File: src/rtl/hazard3_operand_bypass_pkg.sv
// Shared widths, x0 constant and operand-select encoding for the operand bypass stage.
package hazard3_operand_bypass_pkg;

  localparam int unsigned N_REGS_DEF = 32;
  localparam int unsigned W_DATA_DEF = 32;
  localparam int unsigned W_ADDR_DEF = $clog2(N_REGS_DEF);

  localparam logic [W_ADDR_DEF-1:0] X0_ADDR = W_ADDR_DEF'(0);

  // Operand source, exposed for waveform/debug visibility
  typedef enum logic [1:0] {
    SEL_ZERO = 2'd0,
    SEL_WB   = 2'd1,
    SEL_FWD  = 2'd2,
    SEL_RF   = 2'd3
  } op_sel_e;

  // Priority encode the operand source
  function automatic op_sel_e op_sel(input logic is_x0, input logic wb_hit, input logic fwd);
    if (is_x0)       return SEL_ZERO;
    else if (wb_hit) return SEL_WB;
    else if (fwd)    return SEL_FWD;
    else             return SEL_RF;
  endfunction

endpackage

File: src/rtl/hazard3_operand_bypass_scoreboard.sv
// Load scoreboard: one busy bit per register, set-over-clear, same-cycle clear suppresses hits.
import hazard3_operand_bypass_pkg::*;

module hazard3_load_scoreboard #(
  parameter int unsigned N_REGS = N_REGS_DEF,
  parameter int unsigned W_ADDR = $clog2(N_REGS)
) (
  input  logic              clk,
  input  logic              rst_n,
  input  logic              ld_issue,
  input  logic [W_ADDR-1:0] ld_rd,
  input  logic              ld_done,
  input  logic [W_ADDR-1:0] ld_done_rd,
  input  logic [W_ADDR-1:0] raddr1,
  input  logic [W_ADDR-1:0] raddr2,
  output logic              hit1_c,
  output logic              hit2_c
);

  logic [N_REGS-1:0] busy_q;
  logic [N_REGS-1:0] busy_d;

  // Busy update: clear first so a same-cycle issue wins; x0 never busy
  always_comb begin
    busy_d = busy_q;
    if (ld_done)  busy_d[ld_done_rd] = 1'b0;
    if (ld_issue) busy_d[ld_rd]      = 1'b1;
    busy_d[0] = 1'b0;
  end

  // Busy register
  always_ff @(posedge clk) begin
    if (!rst_n) busy_q <= '0;
    else        busy_q <= busy_d;
  end

  // Hazard hits; a returning load's wb is caught by same-cycle capture so it does not stall
  always_comb begin
    hit1_c = busy_q[raddr1] & ~(ld_done & (ld_done_rd == raddr1)) & (raddr1 != W_ADDR'(0));
    hit2_c = busy_q[raddr2] & ~(ld_done & (ld_done_rd == raddr2)) & (raddr2 != W_ADDR'(0));
  end

endmodule

File: src/rtl/hazard3_operand_bypass.sv
// Operand stage behind the 1W/2R regfile: read-address mux, stale-read capture,
// operand select and load-hazard stall.
// Build option: HAZARD3_OPERAND_BYPASS_WB_FWD_EN adds a combinational writeback
// forward into the operands; otherwise a colliding writeback drops op_valid for a cycle.
import hazard3_operand_bypass_pkg::*;

module hazard3_operand_bypass #(
  parameter int unsigned N_REGS = N_REGS_DEF,
  parameter int unsigned W_DATA = W_DATA_DEF,
  parameter int unsigned W_ADDR = $clog2(N_REGS)
) (
  input  logic              clk,
  input  logic              rst_n,
  input  logic [W_ADDR-1:0] dec_raddr1,
  input  logic [W_ADDR-1:0] dec_raddr2,
  input  logic              dec_ren,
  output logic              dec_stall,
  input  logic              x_hold,
  output logic [W_ADDR-1:0] rf_raddr1,
  output logic [W_ADDR-1:0] rf_raddr2,
  input  logic [W_DATA-1:0] rf_rdata1,
  input  logic [W_DATA-1:0] rf_rdata2,
  input  logic              wb_wen,
  input  logic [W_ADDR-1:0] wb_waddr,
  input  logic [W_DATA-1:0] wb_wdata,
  input  logic              ld_issue,
  input  logic [W_ADDR-1:0] ld_rd,
  input  logic              ld_done,
  input  logic [W_ADDR-1:0] ld_done_rd,
  output logic              op_valid,
  output logic [W_DATA-1:0] op_rs1,
  output logic [W_DATA-1:0] op_rs2
);

  logic [W_ADDR-1:0] rs1_q, rs1_d, rs2_q, rs2_d;
  logic              vld_q, vld_d;
  logic              fwd1_q, fwd1_d, fwd2_q, fwd2_d;
  logic [W_DATA-1:0] fdat1_q, fdat1_d, fdat2_q, fdat2_d;
  logic              hit1_c, hit2_c;
  logic              wb_hit1_c, wb_hit2_c;
  op_sel_e           sel1_c, sel2_c;

  hazard3_load_scoreboard #(
    .N_REGS (N_REGS),
    .W_ADDR (W_ADDR)
  ) u_sb (
    .clk        (clk),
    .rst_n      (rst_n),
    .ld_issue   (ld_issue),
    .ld_rd      (ld_rd),
    .ld_done    (ld_done),
    .ld_done_rd (ld_done_rd),
    .raddr1     (dec_raddr1),
    .raddr2     (dec_raddr2),
    .hit1_c     (hit1_c),
    .hit2_c     (hit2_c)
  );

  // Regfile address mux (re-read held operands) and decode stall
  always_comb begin
    rf_raddr1 = x_hold ? rs1_q : dec_raddr1;
    rf_raddr2 = x_hold ? rs2_q : dec_raddr2;
    dec_stall = dec_ren & ~x_hold & (hit1_c | hit2_c);
  end

  // Next state: track read addresses and capture writebacks the regfile read will miss
  always_comb begin
    rs1_d   = rf_raddr1;
    rs2_d   = rf_raddr2;
    vld_d   = x_hold ? vld_q : (dec_ren & ~dec_stall);
    fwd1_d  = wb_wen & (wb_waddr == rf_raddr1) & (rf_raddr1 != W_ADDR'(X0_ADDR));
    fwd2_d  = wb_wen & (wb_waddr == rf_raddr2) & (rf_raddr2 != W_ADDR'(X0_ADDR));
    fdat1_d = fwd1_d ? wb_wdata : fdat1_q;
    fdat2_d = fwd2_d ? wb_wdata : fdat2_q;
  end

  // Operand-stage registers
  always_ff @(posedge clk) begin
    if (!rst_n) begin
      rs1_q   <= '0;
      rs2_q   <= '0;
      vld_q   <= 1'b0;
      fwd1_q  <= 1'b0;
      fwd2_q  <= 1'b0;
      fdat1_q <= '0;
      fdat2_q <= '0;
    end else begin
      rs1_q   <= rs1_d;
      rs2_q   <= rs2_d;
      vld_q   <= vld_d;
      fwd1_q  <= fwd1_d;
      fwd2_q  <= fwd2_d;
      fdat1_q <= fdat1_d;
      fdat2_q <= fdat2_d;
    end
  end

  // Operand select and valid qualification
  always_comb begin
    wb_hit1_c = wb_wen & (wb_waddr == rs1_q);
    wb_hit2_c = wb_wen & (wb_waddr == rs2_q);
`ifdef HAZARD3_OPERAND_BYPASS_WB_FWD_EN
    sel1_c   = op_sel(rs1_q == W_ADDR'(X0_ADDR), wb_hit1_c, fwd1_q);
    sel2_c   = op_sel(rs2_q == W_ADDR'(X0_ADDR), wb_hit2_c, fwd2_q);
    op_valid = vld_q;
`else
    sel1_c   = op_sel(rs1_q == W_ADDR'(X0_ADDR), 1'b0, fwd1_q);
    sel2_c   = op_sel(rs2_q == W_ADDR'(X0_ADDR), 1'b0, fwd2_q);
    op_valid = vld_q & ~((wb_waddr != W_ADDR'(X0_ADDR)) & (wb_hit1_c | wb_hit2_c));
`endif
    case (sel1_c)
      SEL_ZERO: op_rs1 = '0;
      SEL_WB:   op_rs1 = wb_wdata;
      SEL_FWD:  op_rs1 = fdat1_q;
      default:  op_rs1 = rf_rdata1;
    endcase
    case (sel2_c)
      SEL_ZERO: op_rs2 = '0;
      SEL_WB:   op_rs2 = wb_wdata;
      SEL_FWD:  op_rs2 = fdat2_q;
      default:  op_rs2 = rf_rdata2;
    endcase
  end

endmodule

File: config.mk
export PLATFORM = sky130hd
export DESIGN_NAME = hazard3_operand_bypass
export DESIGN_NICKNAME = d
export VERILOG_FILES = /design/src/rtl/hazard3_operand_bypass_pkg.sv /design/src/rtl/hazard3_operand_bypass_scoreboard.sv /design/src/rtl/hazard3_operand_bypass.sv
export SDC_FILE = /design/constraint.sdc
export NUM_CORES = 1
export LEC_CHECK = 0
export CORE_MARGIN = 2
export CORE_UTILIZATION = 45
export CTS_CLUSTER_SIZE = 25
export DETAILED_ROUTE_END_ITERATION = 10
export PLACE_DENSITY_LB_ADDON = 0.3
export SLEW_MARGIN = 20
export SYNTH_ARGS = -nofsm -noshare
export SYNTH_HDL_FRONTEND = slang
export SYNTH_SLANG_ARGS = --single-unit
File: constraint.sdc
create_clock -name clk -period 4.06 [get_ports clk]
set_clock_uncertainty 0.1 [all_clocks]
set_input_delay 1.015 -clock clk [delete_from_list [all_inputs] [get_ports clk]]
set_output_delay 1.015 -clock clk [all_outputs]
set_load 0.02 [all_outputs]
Word-level counts from Yosys, hierarchy flattened
Index checks and enable logic that the tools add are counted.

cells by class
  magnitude comparators = 6
  eq/ne operators = 10
  multiplexer cells = 18
  bitwise logic cells = 27
  reductions and logical operators = 11

operators with widths
  operator              count
  $pmux W32 S3          2
  $mux W32              2
  $and A32 B32 Y32      1
  $not A32 Y32          1
  $or A32 B32 Y32       1
  $eq A5 B5 Y1          6
  $reduce_bool A5 Y1    5
  $lt A5 B6 Y1 const B  4
  $and A1 B1 Y1         17
  $bmux W1 S5           2
  $demux W1 S5          2
  $ge A5 B1 Y1 const B  2
  $logic_not A5 Y1      2
  $mux W5               2
  $mux W1               6
  $not A1 Y1            5
  $eq A2 B1 Y1 const B  2
  $eq A2 B2 Y1 const B  2
  $logic_not A2 Y1      2
  $mux W2               2
  $logic_and A1 B1 Y1   2
  $or A1 B1 Y1          2

storage, ports and cells
  bits in registers = 109
  input bits = 128
  output and inout port bits = 76
  word-level logic and storage cells = 81

Depth between registers and ports, before layout
  word-level depth = 9
  gate-level depth with buffers = 7
  depth with buffers taken out = 5

By module
A second synthesis with hierarchy kept.

second synthesis, totals
  cells, all modules = 704
  area, all modules = 6,202.2 sq um

by module, submodules not included
  module                   instances  cells each  area an instance (sq um)  sequential area each (sq um)
  hazard3_operand_bypass   1          478         4,164.0                   1,541.5
  hazard3_load_scoreboard  1          226         2,038.2                   620.6

Worst setup path before layout
OpenSTA, ideal clock, no wires.

  path kind = input-to-output
  start point = input dec_raddr2[1]
  end point = output dec_stall
  arrival = 2.576 ns
  required time = 2.945 ns
  slack = 0.369 ns
  stages on the path = 6
  cell sequence = clkbuf_1 > mux4_2 > o22ai_1 > a311oi_1 > o2111ai_1 > a21boi_0

between the ends
  cells in the longest elaborated chain, start to end = 7

ends and longest elaborated chain
  what                                                                 line                                     text
  start, declared                                                      hazard3_operand_bypass.sv:15             input logic [W_ADDR-1:0] dec_raddr2,
  parallel branches: the longest is 4 deep, another holds $bmux W1 S5  n/a
  $and A1 B1 Y1 *                                                      hazard3_operand_bypass_scoreboard.sv:40  hit2_c = busy_q[raddr2] & ~(ld_done & (ld_done_rd == raddr2)) & (raddr2 != W_ADDR'(0));
  $or A1 B1 Y1 *                                                       hazard3_operand_bypass.sv:63             dec_stall = dec_ren & ~x_hold & (hit1_c | hit2_c);
  $and A1 B1 Y1 *                                                      hazard3_operand_bypass.sv:63
  end, declared                                                        hazard3_operand_bypass.sv:17             output logic dec_stall,

Every way passes the cells marked *. The select of a mux whose other input is x is not followed.

Worst setup path in the final report
Ends and elaborated chain as after synthesis.

==> results.json <==
{
  "worst_path_clk_slew_ns": 0.07,
  "syn-instance-count": 754,
  "drt_pass1_iterations": 5,
  "hpwl_mm": 14.88,
  "grt_antenna_before_repair": 0,
  "synthesis.area_per_instance_um2": 8.556,
  "layout_commonest_cell": "sky130_fd_sc_hd__clkdlybuf4s50_1",
  "layout-drive-gt1-share": 0.1183,
  "first_global_vias": 6019,
  "synth_adder_area_share": 0,
  "placement.cell_area_mm2": 0.008788,
  "synth_mux_area_frac": 0.1720,
  "max_cap_violations": 0,
  "yosys_warnings": 0,
  "critical_path.endpoint_type": "output port",
  "achievable-frequency_ghz": 0.2546,
  "synth_top_family_by_area": "compound AO/OA/AOI/OAI gates",
  "synth_area_mm2": 0.006451,
  "routed-wl-met2_mm": 9.753,
  "slew_headroom": 0.4647,
  "cp_data_required_time_ns": 2.94,
  "placementRows": 43,
  "place_congestion": 0.9598,
  "die_height_um": 123.7,
  "grtUsageTotal": 0.2623,
  "cts_tree": "built",
  "wire_length_of_the_first_global_routing_pass_mm": 31.17,
  "path_buf_inv": 4,
  "cts_root_buf": "sky130_fd_sc_hd__clkbuf_16",
  "number_of_pins_with_negative_max_slew_slack_in_the_final_report": 0,
  "synth-simple-area-share": 0.1823,
  "path_delay_family": "buffers and inverters",
  "area_delta_synth_final_pct": 41.41,
  "synth_nets": 882,
  "power.density_cell_area_mw_per_mm2": 298.6,
  "drt-initial-drc-count": 450,
  "fillers": 1193,
  "arrival_ns": 2.81,
  "grt-ovfl-total": 0,
  "ctsHoldBuffers": 0,
  "tritoncts_num_sinks": 108,
  "post_drt_wl_per_cell_um": 17.60,
  "finalInstanceArea_mm2": 0.009123,
  "die-area_mm2": 0.01531,
  "post-layout-total-power_w": 0.002724,
  "placeableCoreArea_mm2": 0.01393,
  "drc": 0,
  "setup_viol_count_final": 0,
  "worstSetupPathType": "in -> out",
  "die_w_um": 123.7,
  "detailroute.via_count": 6367,
  "synth_xor_area_frac": 0.04073,
  "boundaryPins": 204,
  "dominantRegCellSynth": "sky130_fd_sc_hd__dfxtp_1",
  "worst_slew_pin_slew_ns": 0.8029,
  "grt_start_max_net_pins": 61,
  "ctsHtreeMaxLevel": 3,
  "highest-signal-layer": "met4",
  "ir_worst_vdd_v": 0.0002287,
  "cts.path.max_buffers": 2,
  "io_buffers": 203,
  "critPathMaxStageDelay_ns": 0.47,
  "routed_length_on_met1_mm": 8.472,
  "crit_path_cell_trace": "clkdlybuf4s50_1, buf_6, buf_4, mux4_2, mux2i_1, o21ai_0, o2111ai_1, a21boi_1, buf_2",
  "antenna_violating_nets_left": 0,
  "met3RoutedLength_mm": 1.442,
  "numCtsBuffers": 9,
  "synthArstFlopShare": 0,
  "cp-start-kind": "input port",
  "synth_cell_types": 50,
  "synth_compound_area_frac": 0.2087,
  "timing.final.crit_period_ns": 3.927,
  "clk_latency_ns": 0.34,
  "critical_path.slowest_cell": "sky130_fd_sc_hd__clkdlybuf4s50_1",
  "grt_setup_unrepaired": "false",
  "synth_seq_cells": 108,
  "mostFrequentLayoutCells": "sky130_fd_sc_hd__clkdlybuf4s50_1, sky130_fd_sc_hd__dfxtp_1, sky130_fd_sc_hd__mux2i_1",
  "outcome": "finished, final reports clean",
  "post_route_fraction_of_the_period_consumed_by_the_critical_path": 0.9672,
  "yosysSeqAreaShare": 0.3351,
  "number_of_hold_violations_in_the_final_report": 0,
  "floorplan.initialDensity": 0.4630,
  "synth_enable_flop_cells": 0,
  "p_leak_nw": 3.236,
  "critPathMaxFanout": 9,
  "worst_min_delay_path_category": "reg -> reg",
  "diodes": 0,
  "drt-total-wl_mm": 20.13,
  "layout.nets": 1088,
  "post_drt_via_cell_ratio": 5.566
}
[report_power, final]
part | internal, W | leakage (nW) | switching, W | total [W]
clock network | 0.000446 | 0.142 | 0.000384 | 0.000830
registers | 0.00108 | 0.874 | 0.0000174 | 0.00110
logic | 0.000393 | 2.22 | 0.000406 | 0.000799
total | 0.00192 | 3.24 | 0.000808 | 0.00272
[synth_stat cells, types with 4 or more instances]
cell type                  number  area (µm²)
sky130_fd_sc_hd__xor2_1        13       113.9
sky130_fd_sc_hd__o21ai_1       58       290.3
sky130_fd_sc_hd__mux2_2         5       56.30
sky130_fd_sc_hd__buf_6          8       90.09
sky130_fd_sc_hd__mux2i_1       80       800.8
sky130_fd_sc_hd__o21ai_0       38       190.2
sky130_fd_sc_hd__nand3b_1       8       60.06
sky130_fd_sc_hd__a21boi_0      36       270.3
sky130_fd_sc_hd__nor2b_1        9       56.30
sky130_fd_sc_hd__buf_2          8       40.04
sky130_fd_sc_hd__xnor2_1       17       148.9
sky130_fd_sc_hd__nand3_1       71       355.3
sky130_fd_sc_hd__nand2_1       37       138.9
sky130_fd_sc_hd__inv_1         11       41.29
sky130_fd_sc_hd__a21boi_1      60       450.4
sky130_fd_sc_hd__dfxtp_1      108        2162
sky130_fd_sc_hd__and3_1         4       25.02
sky130_fd_sc_hd__buf_1         11       41.29
sky130_fd_sc_hd__nor2_1        74       277.8
sky130_fd_sc_hd__mux4_2        10       225.2
sky130_fd_sc_hd__clkbuf_1      35       131.4
sky130_fd_sc_hd__nor3b_1        4       30.03
[area by class of cell]
cell class	count	area, µm²	share of cell area
clock inverters	4	23.77	0.002606
multi-input cells	569	3905	0.4281
inverters	11	41.29	0.004526
clock buffers	11	252.7	0.02771
flip-flops and latches	108	2165	0.2373
well taps	180	225.2	0.02469
repair buffers	261	2510	0.2751
[flip-flops by register name (all words and copies together) (netlist names)]
name,cells
fdat1_q,32
fdat2_q,32
fwd1_q,1
fwd2_q,1
rs1_q,5
rs2_q,5
u_sb.busy_q,31
vld_q,1
[layer usage]
metal	track usage	vias up
li1	-	3100
met1	0.3350	2993
met2	0.4471	242
met3	0.04258	32
met4	0.09375	0
met5	0	-
[path summary, 6_finish.rpt]
kind / to / cells past startpoint / start / slack, ns
setup / recovery: dec_stall / 9 / dec_raddr2[1] / 0.13
hold / removal: fdat1_q[3] / 2 / fdat1_q[3] / 0.37
setup reg to reg: vld_q / 13 / u_sb.busy_q[24] / 1.56
hold reg to reg: fdat1_q[3] / 2 / fdat1_q[3] / 0.37
[metrics by stage]
| step | cells | util | setup WS, ns | TNS, ns | hold slack (ns) |
|---|---|---|---|---|---|
| final | 1144 | 0.6547 | 0.1330 | 0 | 0.3733 |
| after global routing | 1144 | 0.6547 | 0.02004 | 0 | 0.3884 |
| after CTS | 1144 | 0.6545 | 0.02352 | 0 | 0.3723 |
| after detailed placement | 1121 | 0.6307 | -0.6222 | -0.6222 | 0.3646 |
| after global placement | 1121 | 0.6307 | -0.6212 | -0.6212 | 0.3585 |
| after floorplan | 754 | - | 0.3691 | 0 | 0.3418 |
[worst reg2reg max path, delay by kind of cell, from the launching register on]
family	cells	cell delay, ns
buffers and inverters	8	1.01
DFF	1	0.41
muxes	1	0.26
and+or+nand+nor	1	0.04
AOI/OAI and AO/OA	3	0.58
[cell families after synthesis]
| kind of cell | Yosys count |
|---|---|
| DFF | 108 |
| and+or+nand+nor | 234 |
| AOI/OAI and AO/OA | 208 |
| buffers and inverters | 77 |
| muxes | 97 |
| xor gates and xnor gates | 30 |
[timing repair]
item                       CTS  global route
pin swaps                    1             1
gates resized for setup      9             5
hold endpoints to repair     0             0
setup endpoints to repair    2             1
buffers inserted             8             0
Note: power is estimated with default switching activity, not from simulation.
